**src/rtl/leading_bit_scanner.sv**
```systemverilog
// Multi-cycle leading-one / leading-zero scanner for the ALU (CLZ, CLO, MSB lookup).
// The operand is scanned from the top, CHUNK bits per cycle, stopping at the first hit.
//
// state | meaning
// ------+------------------------------------------------------------
// IDLE  | ready for an operand; accept latches the searched word
// SCAN  | examine one chunk per cycle, MSB chunk first
// DONE  | result held on out_* until the consumer takes it
module leading_bit_scanner #(
    parameter  int WIDTH  = 32,
    parameter  int CHUNK  = 8,
    localparam int IDXW   = $clog2(WIDTH),
    localparam int NCHUNK = WIDTH / CHUNK
) (
    input  logic            clk,
    input  logic            reset,
    input  logic            in_valid,
    output logic            in_ready,
    input  logic [WIDTH-1:0] in_data,
    input  logic            in_ones,
    output logic            out_valid,
    input  logic            out_ready,
    output logic            out_found,
    output logic [IDXW-1:0] out_index,
    output logic [IDXW:0]   out_count
);

    localparam int PTRW = (NCHUNK > 1) ? $clog2(NCHUNK) : 1;
    localparam int POSW = (CHUNK > 1) ? $clog2(CHUNK) : 1;

    localparam logic [PTRW-1:0] PTR_TOP = PTRW'(NCHUNK - 1);
    localparam logic [IDXW:0]   CNT_TOP = (IDXW + 1)'(WIDTH - 1);
    localparam logic [IDXW:0]   CNT_ALL = (IDXW + 1)'(WIDTH);

    typedef enum logic [1:0] {
        IDLE = 2'd0,
        SCAN = 2'd1,
        DONE = 2'd2
    } state_t;

    state_t          state;
    logic [WIDTH-1:0] s_word;
    logic [PTRW-1:0] ptr;

    int              chunk_base;
    logic [CHUNK-1:0] chunk;
    logic            chunk_hit;
    logic [POSW-1:0] chunk_pos;
    logic [IDXW-1:0] hit_index;

    // Current chunk and the position of its highest set bit (later bits override earlier ones).
    always_comb begin
        chunk_base = int'(ptr) * CHUNK;
        chunk      = s_word[chunk_base +: CHUNK];
        chunk_hit  = |chunk;
        chunk_pos  = '0;
        for (int i = 0; i < CHUNK; i++) begin
            if (chunk[i]) begin
                chunk_pos = POSW'(i);
            end
        end
        hit_index = IDXW'(chunk_base + int'(chunk_pos));
    end

    // Handshake FSM with registered outputs; results are cleared on accept so nothing stale survives.
    always_ff @(posedge clk) begin
        if (reset) begin
            state     <= IDLE;
            s_word    <= '0;
            ptr       <= '0;
            in_ready  <= 1'b1;
            out_valid <= 1'b0;
            out_found <= 1'b0;
            out_index <= '0;
            out_count <= '0;
        end else begin
            case (state)
                IDLE: begin
                    if (in_valid && in_ready) begin
                        s_word    <= in_ones ? ~in_data : in_data;
                        ptr       <= PTR_TOP;
                        state     <= SCAN;
                        in_ready  <= 1'b0;
                        out_found <= 1'b0;
                        out_index <= '0;
                        out_count <= '0;
                    end
                end
                SCAN: begin
                    if (chunk_hit) begin
                        out_found <= 1'b1;
                        out_index <= hit_index;
                        out_count <= CNT_TOP - {1'b0, hit_index};
                        out_valid <= 1'b1;
                        state     <= DONE;
                    end else if (ptr == '0) begin
                        out_found <= 1'b0;
                        out_index <= '0;
                        out_count <= CNT_ALL;
                        out_valid <= 1'b1;
                        state     <= DONE;
                    end else begin
                        ptr <= ptr - 1'b1;
                    end
                end
                DONE: begin
                    // in_ready only rises once back in IDLE, so no same-cycle accept.
                    if (out_ready) begin
                        out_valid <= 1'b0;
                        in_ready  <= 1'b1;
                        state     <= IDLE;
                    end
                end
                default: begin
                    state     <= IDLE;
                    in_ready  <= 1'b1;
                    out_valid <= 1'b0;
                end
            endcase
        end
    end

endmodule

```
**config.mk**
```make
export PLATFORM = sky130hd
export DESIGN_NAME = leading_bit_scanner
export DESIGN_NICKNAME = d
export VERILOG_FILES = /design/src/rtl/leading_bit_scanner.sv
export SDC_FILE = /design/constraint.sdc
export NUM_CORES = 1
export LEC_CHECK = 0
export ABC_CLOCK_PERIOD_IN_PS = 3300
export CAP_MARGIN = 20
export CORE_MARGIN = 2
export CORE_UTILIZATION = 50
export DETAILED_ROUTE_END_ITERATION = 12
export GPL_TIMING_DRIVEN = 0
export PLACE_DENSITY = 0.81
export SYNTH_ARGS = -nofsm -noshare
export SYNTH_HDL_FRONTEND = slang
export SYNTH_SLANG_ARGS = --single-unit
```
**constraint.sdc**
```tcl
create_clock -name clk -period 3.3 [get_ports clk]
set_input_delay 0.66 -clock clk [delete_from_list [all_inputs] [get_ports clk]]
set_output_delay 0.66 -clock clk [all_outputs]
set_load 0.01 [all_outputs]
```
======== After elaboration in Yosys (flattened, before gate mapping) ========
Index checks and enable logic that the tools add are counted.
storage, ports and cells
  memory bits (read-only) ................. 0
  input bits .............................. 37
  flip-flop bits (word level) ............. 50
  output and inout port bits .............. 14
  memories ................................ 0
  bits in latches ......................... 0
  bits in writable memories ............... 0
  word-level logic and storage cells ...... 68
operators by class
  add/sub/neg operators ................... 3
  reduce and logical (&&, ||, !) cells .... 11
  order comparisons ....................... 0
  multiplexer cells ....................... 35
  equal/unequal tests ..................... 7
  bitwise gates (word level) .............. 3
  shifts and indexed selects .............. 1
  multipliers ............................. 0
  div/mod/pow operators ................... 0
operator list
  kind                   count
  $mux W32               1
  $not A32 Y32           1
  $shiftx A32 B6 Y8      1
  $mux W3                6
  $mux W6                3
  $mux W5                3
  $mux W2                7
  $pmux W6 S2            1
  $reduce_and A3 Y1      4
  $pmux W5 S2            1
  $mux W1                8
  $ne A2 B2 Y1 const B   4
  $reduce_or A8 Y1       1
  $pmux W1 S3            2
  $pmux W2 S3            1
  $sub A5 B5 Y6 const A  1
  $add A5 B3 Y5          1
  $logic_not A2 Y1       2
  $pmux W2 S2            1
  $reduce_and A4 Y1      1
  $ne A3 B3 Y1 const B   1
  $eq A2 B1 Y1 const B   1
  $eq A2 B2 Y1 const B   1
  $not A1 Y1             2
  5 further kinds        5

======== Logic depth before layout (Yosys ltp) ========
  word-level depth ........................ 12
  depth in mapped cells ................... 6
  depth with buffers taken out ............ 5

======== Least setup slack after synthesis ========
No wires, ideal clock.
  path kind ............................... register -> register
  start ................................... register ptr[0]
  end ..................................... register ptr[1]
  setup slack ............................. 0.937 ns
  path buffers ............................ 1
  library setup time ...................... 0.121 ns
  required time ........................... 3.179 ns
  clock period less this slack ............ 2.363 ns
  cell stages (with the launch flop) ...... 7
  data arrival time ....................... 2.242 ns
  path through ............................ dfxtp_1 > buf_6 > mux4_2 > nor4_4 > nand3_4 > or3_4 > mux2_4
on the way
  longest elaborated chain between the ends .. 4
RTL lines
  item                                                               line     text
  start, declared                                                    43       logic [PTRW-1:0] ptr;
  start signal, assigned                                             103      ptr <= ptr - 1'b1;
  $shiftx A32 B6 Y8 / $sub A2 B1 Y2 (equally long branches)          54, 103
  $reduce_or A8 Y1 / $mux W2 (equally long branches)                 55, 96
  $ne A2 B2 Y1 (no line) / $mux W2 (equally long branches)           n/a
  $reduce_and A4 Y1 (no line) / $pmux W2 S2 (equally long branches)  n/a
Several ways; a longest one is shown, not always the timed one. The select of a mux whose other input is x is not followed.
A chain may end at the register's enable or synchronous reset.

======== Worst setup path in the final report ========
  start ................................... register ptr[1]
  end ..................................... register ptr[1]
The elaborated chain is that of the path after synthesis.

==> flow_summary.rst <==
.. list-table::
   :header-rows: 1

   * - Metric
     - Value
   * - TritonCTS clock tree
     - built
   * - Overall routed net length
     - 4.96 mm
   * - Cell Pwr Density
     - about 500 nW/um^2
   * - Post-synth EDFFs
     - 0
   * - Vias per inst
     - around 5.5
   * - Placeable core area
     - around 4400 sq um
   * - Setup repair after global routing missed its margin
     - false
   * - Slew at the pin with the worst max-slew slack
     - between 0.7 and 0.8 ns
   * - Mean cell area of the mapped netlist
     - 10.2 sq um
   * - Total Nets Final
     - 324
   * - Worst EP required
     - between 3 and 4 ns
   * - Die Span X
     - approximately 73 microns
   * - Post-detailed-route DRC marker count
     - 0
   * - Hold path depth
     - 1
   * - Slew margin rel.
     - between 50 and 60%
   * - Seq/Total Area, Yosys
     - around 42%
   * - Most instantiated cells after synthesis
     - 50 x dfxtp_1, 39 x nor2_1, 32 x a211oi_1, 32 x xnor2_1, 12 x clkbuf_1
   * - Critical Path Source Type
     - register
   * - Async set-reset flop share out of synthesis
     - 0%
   * - Total of cells resized after clock tree synthesis
     - 0
   * - Cts hold-fix bufs
     - 0
   * - Finish-stage setup viols
     - 0
   * - Category of the critical setup timing path
     - register to register
   * - Min-Delay Endpoint
     - out_found
   * - Post-synthesis net count
     - between 200 and 300
   * - Arrival time of data at the critical path endpoint
     - roughly 2.9 ns
   * - Worst reg2reg setup slack
     - 0.64 ns
   * - Synthesized-area fraction occupied by ao, oa, aoi and oai cells
     - between 20% and 30%
   * - Initial core utilization
     - 53.0%
   * - Yosys top cell area share
     - 42.5%
   * - Fraction of final layout cells with drive strength greater than 1
     - around 6%
   * - Dominant combinational cell family by area after synthesis
     - compound AO/OA/AOI/OAI gates
   * - Number of antenna violations at the first check in global routing
     - 0
   * - Setup Skew
     - between 0.01 and 0.015 ns
   * - Placer Congestion
     - around 0.83
   * - Maximum Capacitance Violations
     - 0
   * - Yosys warns
     - 0
   * - Maximum fanout along the worst path
     - 10
   * - Most instantiated library cell after synthesis
     - dfxtp_1
   * - Final hold vios
     - 0
   * - Primary FF master, synth
     - dfxtp_1
   * - Cell types occupying the most area after synthesis
     - dfxtp_1 42%, xnor2_1 12%, a211oi_1 10%
   * - Peak clock frequency supported by timing
     - between 300 and 400 MHz
   * - Longest Clk Path Bufs
     - 2
   * - Synthesized cell area
     - 2360 sq um
   * - Sum of overflow across all layers after global routing
     - 0
   * - Class of the tightest hold or removal check
     - register to register
   * - Detailed-router iteration count before antenna repair
     - 4
   * - Largest net degree at the start of global routing
     - 15
   * - Utilization of the core after routing
     - 67.4%
   * - Reg2Reg Capture Point
     - ptr[1]
   * - DR vias
     - 1,869
   * - Static leakage
     - roughly 1.0 nW
   * - Total Neg Setup Slack
     - 0 ns
   * - Cell type contributing the most total cell area after synthesis
     - dfxtp_1
   * - Worst-path clk slew
     - ~0.09 ns
   * - Quantity of I/O buffers inserted on ports
     - 48
   * - Antenna viol nets, final
     - 0
   * - Number of ports placed on the die boundary
     - 51
   * - # rows
     - 24
   * - Number of library cell types mapped by synthesis
     - 36
   * - Synthesis-to-layout area growth
     - 27.0%
   * - Share of synthesized cell area in and, or, nand and nor gates
     - a little under an eighth
   * - Adder and majority cell fraction of the synthesized area
     - 0.531%
   * - Level count of the clock H-tree
     - 2
   * - Worst reg-to-reg path cell count
     - 6
   * - Pins over their slew limit
     - 0
   * - # clock sinks
     - 50
   * - Reg2reg start
     - ptr[1]
   * - Clock Root Buffer
     - clkbuf_8
   * - Detail Placement HPWL
     - 3.83 mm
   * - Synthesized netlist cell count
     - 231
   * - Fin crit share
     - 80.7%
   * - Via count of the first global-routing pass
     - around 1,800
   * - Register bit count reported by yosys
     - 50
   * - Cts bufs inserted
     - 5
   * - Source-to-sink clock delay at the later pin of the worst-skew pair
     - about 0.3 ns
   * - Result of the run
     - complete, no violations
   * - Xor-xnor portion of the synthesized cell area
     - between 10% and 20%
   * - Number of inserted diodes
     - 0
   * - Global-route wire length before repair
     - between 8 and 9 mm
   * - Average wire per cell in the routed design
     - between 10 and 15 microns
   * - Peak VDD IR
     - about 0.31 mV
   * - Critical path endpoint category
     - register
   * - Post-synthesis mux area share
     - 9.08%
   * - # Post-CTS Setup Buffers
     - 0
   * - Startpoint of the tightest hold check path
     - out_found
   * - Initial detailed-routing violation count
     - 114
   * - Global-route usage over all layers
     - slightly above 20%
   * - Shortest clock period the worst path allows after layout
     - 2.66 ns
   * - Overall die area
     - roughly 5300 sq um
   * - Die height
     - between 70 and 80 microns
-- cells in the final DEF, fill, tap and decap left out, types with 2 or more instances in the layout --
master / count
dfxtp_1: 50
clkdlybuf4s50_1: 48
nor2_1: 39
xnor2_1: 32
a211oi_1: 32
clkbuf_1: 13
inv_1: 7
a22o_1: 7
a21oi_1: 6
clkbuf_8: 6
buf_1: 5
mux4_1: 5
mux4_2: 3
nor2b_1: 3
nand2b_1: 3
o21ai_0: 3
o31ai_1: 2
o2bb2ai_1: 2
-- where the power goes --
group | internal, W | total [W] | switching (W)
Clock | 0.000169 | 0.000356 | 0.000187
Sequential | 0.000672 | 0.000714 | 0.0000417
Combinational | 0.000215 | 0.000435 | 0.000220
Total | 0.00106 | 0.00151 | 0.000449
-- area by class of cell --
type / instances / area, sq um
Tap cell: 52 / 65.1
Fill cell: 364 / 1450
Clock buffer: 7 / 86.3
Clock inverter: 1 / 5.00
Multi-Input combinational cell: 156 / 1250
Sequential cell: 50 / 1000
Timing Repair Buffer: 48 / 480
Buffer: 18 / 75.1
Inverter: 7 / 26.3
-- per-layer routing --
metal | up-vias | part of all wire (%) | GRT usage, %
met2 | 49 | 50 | 35.4
met3 | 11 | 3.3 | 3.87
met1 | 865 | 45 | 26.5
met5 | - | 0 | 0
li1 | 944 | - | -
met4 | 0 | 1.9 | 6.17
-- worst max-delay path, cell delays in order, from the launching register on --
cell      delay [ns]
dfxtp_1         0.32
clkbuf_1        0.42
mux4_1          0.47
nor4_4          0.45
nand3_4         0.17
or3_4           0.43
mux2_4          0.31
-- cell families after synthesis --
logic type / Yosys count
muxes: 9
AOI/OAI and AO/OA: 60
xor gates and xnor gates: 32
and+or+nand+nor: 54
buffers and inverters: 25
adders and majority gates: 1
DFF: 50
-- registers in the layout, indices dropped and copies added, names as in the netlist --
register	cells
s_word	32
out_count	6
out_index	5
ptr	2
state	2
in_ready	1
out_found	1
out_valid	1
-- worst max-delay path by stage --
stage / from / cells past startpoint / slack (ns) / to
final: ptr[1] / 6 / 0.64 / ptr[1]
after global placement: in_valid / 6 / 0.57 / s_word[20]
after global routing: ptr[1] / 6 / 0.52 / ptr[1]
after detailed placement: in_valid / 6 / 0.53 / s_word[31]
after floorplan: ptr[0] / 6 / 0.94 / ptr[1]
after CTS: ptr[1] / 6 / 0.62 / ptr[1]
-- through the flow --
step           hold slack, ns  power [W]  instance area [sq um]  instances  setup WS [ns]
5_1_grt                 0.473    0.00159                   2990        339          0.522
4_1_cts                 0.464    0.00151                   2990        339          0.616
3_3_place_gp            0.436    0.00115                   2900        331          0.571
6_report                0.459    0.00151                   2990        339          0.636
2_1_floorplan           0.473    0.00102                   2360        231          0.937
3_5_place_dp            0.444    0.00116                   2900        331          0.526
Note: power is estimated with default switching activity, not from simulation.
